[src/rtl/load_accum_mc.sv]
// Multi-channel signed multiply-accumulate: P[ch] = P[ch] +/- A*B, time-interleaved
// on one multiplier, with per-op clear, guard bits and optional saturation.
module load_accum_mc #(
  parameter  int A_W      = 20,
  parameter  int B_W      = 18,
  parameter  int GUARD_W  = 4,
  parameter  int NUM_CH   = 4,
  parameter  int SATURATE = 1,
  localparam int ACC_W    = A_W + B_W + GUARD_W,
  localparam int CH_W     = (NUM_CH > 1) ? $clog2(NUM_CH) : 1
) (
  input  logic              clk,
  input  logic              reset,
  input  logic              valid_i,
  input  logic [CH_W-1:0]   ch_i,
  input  logic              subtract_i,
  input  logic              load_acc_i,
  input  logic              clear_i,
  input  logic [A_W-1:0]    A,
  input  logic [B_W-1:0]    B,
  output logic [ACC_W-1:0]  P,
  output logic              valid_o,
  output logic [CH_W-1:0]   ch_o,
  output logic              ovf_o,
  output logic [NUM_CH-1:0] ovf_sticky_o
);

  localparam int PROD_W = A_W + B_W;
  localparam logic [CH_W:0] CH_LIMIT = (CH_W + 1)'(NUM_CH);
  localparam logic signed [ACC_W-1:0] ACC_MAX = {1'b0, {(ACC_W - 1){1'b1}}};
  localparam logic signed [ACC_W-1:0] ACC_MIN = {1'b1, {(ACC_W - 1){1'b0}}};

  // stage 1: registered inputs
  logic                     v1, sub1, ld1, clr1;
  logic [CH_W-1:0]          ch1;
  logic signed [A_W-1:0]    a1;
  logic signed [B_W-1:0]    b1;
  // stage 2: raw product, then a second register so the multiplier keeps its output register
  logic                     v2, sub2, ld2, clr2;
  logic [CH_W-1:0]          ch2;
  logic signed [PROD_W-1:0] prod2;
  logic                     v3, sub3, ld3, clr3;
  logic [CH_W-1:0]          ch3;
  logic signed [ACC_W-1:0]  prod3;
  // stage 3: accumulator bank, read-modify-write in one place only
  logic signed [ACC_W-1:0]  acc [NUM_CH];

  logic signed [ACC_W-1:0]  acc_rd;
  logic signed [ACC_W:0]    base, addend, sum;
  logic                     do_write, ovf;
  logic signed [ACC_W-1:0]  result;

  always_comb begin
    acc_rd   = acc[ch3];
    do_write = v3 & (clr3 | ld3);
    base     = clr3 ? '0 : (ACC_W + 1)'(acc_rd);
    addend   = (ACC_W + 1)'(prod3);
    sum      = sub3 ? (base - addend) : (base + addend);
    ovf      = do_write & (sum[ACC_W] ^ sum[ACC_W-1]);
    if (!do_write)
      result = acc_rd;
    else if (ovf && SATURATE != 0)
      result = sum[ACC_W] ? ACC_MIN : ACC_MAX;
    else
      result = sum[ACC_W-1:0];
  end

  always_ff @(posedge clk or negedge reset) begin
    if (!reset) begin
      v1 <= 1'b0; sub1 <= 1'b0; ld1 <= 1'b0; clr1 <= 1'b0;
      ch1 <= '0; a1 <= '0; b1 <= '0;
      v2 <= 1'b0; sub2 <= 1'b0; ld2 <= 1'b0; clr2 <= 1'b0;
      ch2 <= '0; prod2 <= '0;
      v3 <= 1'b0; sub3 <= 1'b0; ld3 <= 1'b0; clr3 <= 1'b0;
      ch3 <= '0; prod3 <= '0;
      for (int i = 0; i < NUM_CH; i++) acc[i] <= '0;
      ovf_sticky_o <= '0;
      P       <= '0;
      valid_o <= 1'b0;
      ch_o    <= '0;
      ovf_o   <= 1'b0;
    end else begin
      // out-of-range channels are dropped here so later stages never see them
      v1   <= valid_i & ({1'b0, ch_i} < CH_LIMIT);
      sub1 <= subtract_i;
      ld1  <= load_acc_i;
      clr1 <= clear_i;
      ch1  <= ch_i;
      a1   <= A;
      b1   <= B;

      v2    <= v1;
      sub2  <= sub1;
      ld2   <= ld1;
      clr2  <= clr1;
      ch2   <= ch1;
      prod2 <= PROD_W'(a1) * PROD_W'(b1);

      v3    <= v2;
      sub3  <= sub2;
      ld3   <= ld2;
      clr3  <= clr2;
      ch3   <= ch2;
      prod3 <= ACC_W'(prod2);

      if (do_write) begin
        acc[ch3] <= result;
        if (clr3)
          ovf_sticky_o[ch3] <= 1'b0;
        else if (ovf)
          ovf_sticky_o[ch3] <= 1'b1;
      end

      valid_o <= v3;
      ovf_o   <= ovf;
      if (v3) begin
        P    <= result;
        ch_o <= ch3;
      end
    end
  end

endmodule

[config.mk]
export PLATFORM = sky130hd
export DESIGN_NAME = load_accum_mc
export DESIGN_NICKNAME = d
export VERILOG_FILES = /design/src/rtl/load_accum_mc.sv
export SDC_FILE = /design/constraint.sdc
export NUM_CORES = 2
export LEC_CHECK = 0
export ABC_AREA = 0
export CELL_PAD_IN_SITES_DETAIL_PLACEMENT = 1
export CELL_PAD_IN_SITES_GLOBAL_PLACEMENT = 2
export CORE_MARGIN = 5
export CORE_UTILIZATION = 44
export CTS_CLUSTER_DIAMETER = 150
export DETAILED_ROUTE_END_ITERATION = 8
export HOLD_SLACK_MARGIN = 0.15
export PLACE_DENSITY = 0.94
export SETUP_SLACK_MARGIN = 0.15
export SLEW_MARGIN = 25
export SYNTH_ARGS = -nofsm -noshare
export SYNTH_HDL_FRONTEND = slang
export SYNTH_SLANG_ARGS = --single-unit
[constraint.sdc]
create_clock -name clk -period 10.1 [get_ports clk]
set_input_delay 2.02 -clock clk [delete_from_list [all_inputs] [get_ports clk]]
set_output_delay 2.02 -clock clk [all_outputs]
set_load 0.01 [all_outputs]
==> flow_summary.ini <==
[setup_path]
crit-reg2reg-launch = b1[5]$_DFF_PN0_
startpoint = b1[5]$_DFF_PN0_
critical_path_class = reg2reg
start_kind = flip-flop
required_ns = 10.62
endpoint_kind = flip-flop
cp.arrival_ns = 7.61
critPathMaxFanout = 20

[die]
fp-row-count = 95
ioPinCount = 96
core_region_area_sq_um = 66900
die_y_microns = 269
start_util_pct = 44.3
dieWidth_microns = 269
dieArea_sq_um = 72600

[synth]
synth_area_leaders = dfrtp_1 30%, fa_1 24%, ha_1 5.9%
synth-compound-area-share_pct = 11.0
synth.avg_cell_area_sq_um = 9.65
synth_mux_area_share_pct = 3.60
seq_area_frac_synth_pct = 29.6
synth-xor-area-share_pct = 3.39
yosys.area_share.adder_pct = 30.6
synth-async-reset-ratio_pct = 100
yosysTopAreaCellShare_pct = 29.6
synth_area_leader_cell = dfrtp_1
ys_ff_latch = 350
synth_top_family_by_area = adder cells
synth_cell_type_count = 68
synth_edf_count = 0
syn_area_sq_um = 29600
syn_nets = 3617
synth-simple-area-share_pct = 14.4
synthFlopType = dfrtp_1
synthesis.instances = 3069
yosysWarnings = 0

[hold_path]
min_from = prod2[19]$_DFF_PN0_
hold_class = reg2reg

[grt]
grt-busiest-layer = met2
grt_util_all_layers_pct = 24.2
grt_overflow = 0
antenna_found_initial = 0
grt_pass1_vias = 25600
gr-usage-met3_pct = 3.22
grt_max_degree = 119
met2_usage_pct = 43.7
grt.met1_usage_pct = 30.0
grt_pass1_wl_microns = 141000

[clock_network]
cts.clk_slew.worst_paths_ns = 0.06
clockBufferDepth = 3
cts_buffers = 44
clockRootBuffer = clkbuf_16
htree_levels = 2
cts_hold_buf = 0
cts_resized = 0
cts_setup_buffers = 0
clock_sinks = 350
cts_tree = built
worstSkewPairLatency_ns = 0.61

[finish]
mostFrequentLayoutCell = inv_1
final_cell_count_no_fill = 3979
fin_area_sq_um = 32900
multi_input_area_sq_um = 18700
mostFrequentLayoutCells = 422 x inv_1, 362 x fa_1, 347 x dfrtp_1
register_area_sq_um = 8760
area_growth_pct = 11.0
antennaDiodeCount = 0
nNetsFinal = 3619
drive_gt1_share_pct = 5.67
fillCellCount = 7461
utilization_pct = 49.1

[sta]
slew_viol_final = 0
hold_viol_final = 0
finalCritPeriodShare_pct = 70.2
fin_tns_setup_ns = 0
post-route-min-period_ns = 7.09
tightestPinTransition_ns = 0.972
setup-violations-final = 0
slew_headroom_pct = 35.2
finClkSkew_ns = 0.0347
rsz0062_at_grt = false
fmax_mhz = 141

[detailed_routing]
final_antenna_net_count = 0
dr.pass1.iters = 5
post_drt_wl_per_cell_microns = 22.1
drt_iter0_drc = 1211
routed_via_density = 5.60
drc = 0
num_vias = 22300
drt_wl_total_microns = 87900

[place]
place.gp.congestion = 0.934
dpl_cell_area_sq_um = 31200
hpwl_microns = 66400
placedCellCount = 3898
port_buffers = 95

[status]
status = finished clean

[job]
max-cap-violations = 0
[flip-flops by register name, summed over array words and instances (netlist names), 2 cells and up, named ones only]
| signal | cells |
|---|---|
| ch3 | 2 |
| acc | 168 |
| b1 | 18 |
| ch1 | 2 |
| ch2 | 2 |
| P | 42 |
| prod3 | 38 |
| ch_o | 2 |
| prod2 | 38 |
| a1 | 20 |
[per-layer routing]
metal  vias up  wire (microns)
met4         0            3220
met5         -               0
met1     11800           35400
met3       195            3670
met2       517           45600
li1       9812               -
[cell usage after synthesis (12+ instances only)]
cell / n
a21o_1: 39
a21oi_1: 229
a31oi_1: 15
and2_1: 187
buf_1: 12
clkbuf_1: 138
dfrtp_1: 350
fa_1: 362
ha_1: 140
inv_1: 422
mux4_2: 42
nand2_1: 339
nand2b_1: 16
nand3_1: 23
nor2_1: 223
nor2b_1: 48
nor3_1: 19
o211ai_1: 12
o21a_1: 17
o21ai_0: 129
o21ai_1: 14
o22a_1: 13
o22ai_1: 15
xnor2_1: 90
xor2_1: 21
[layout make-up]
| cell class | count | share of cell area [%] |
|---|---|---|
| Clock buffer | 59 | 3.79 |
| Clock inverter | 22 | 1.13 |
| Inverter | 422 | 4.82 |
| Multi-Input combinational cell | 2137 | 56.9 |
| Sequential cell | 350 | 26.6 |
| Tap cell | 873 | 3.32 |
| Timing Repair Buffer | 116 | 3.42 |
[critical path: stages (launching register included)]
cell and delay, ns:
dfrtp_1 0.88, nand2_1 0.22, fa_1 0.52, fa_1 0.54, fa_1 0.45, fa_1 0.51
inv_1 0.07, fa_1 0.56, inv_1 0.06, fa_1 0.48, inv_1 0.04, ha_1 0.35
a21oi_1 0.19, o21ai_0 0.17, a211o_1 0.27, o211ai_1 0.23, a21oi_1 0.14, o21ai_0 0.42
a21oi_1 0.19, or3_1 0.40, a21oi_1 0.20, xnor2_1 0.13
[kinds of logic after synthesis]
group | after synthesis
compound gates | 553
xor+xnor | 113
fa+ha+maj | 508
buf+inv | 582
flops | 350
mux | 53
simple gates | 910
[worst paths after layout]
| path | endpoint | slack (ns) | cells past startpoint |
|---|---|---|---|
| setup / recovery | prod2[32]$_DFF_PN0_ | 3.01 | 21 |
| hold / removal | prod3[19]$_DFF_PN0_ | 0.31 | 0 |
| setup reg to reg | prod2[32]$_DFF_PN0_ | 3.01 | 21 |
| hold reg to reg | prod3[19]$_DFF_PN0_ | 0.31 | 0 |
| max in group asynchronous | b1[3]$_DFF_PN0_ | 7.21 | 2 |
| min in group asynchronous | ch3[1]$_DFF_PN0_ | 1.51 | 1 |
[through the flow]
step | worst slack (ns) | hold slack (ns)
2_1_floorplan | 4.05 | 0.331
3_3_place_gp | 3.04 | 0.335
3_5_place_dp | 2.85 | 0.336
4_1_cts | 2.80 | 0.317
5_1_grt | 2.62 | 0.319
6_report | 3.01 | 0.311
Power is not shown: default switching activity piles up to over one toggle a cycle in this logic, so the estimate is an artifact.
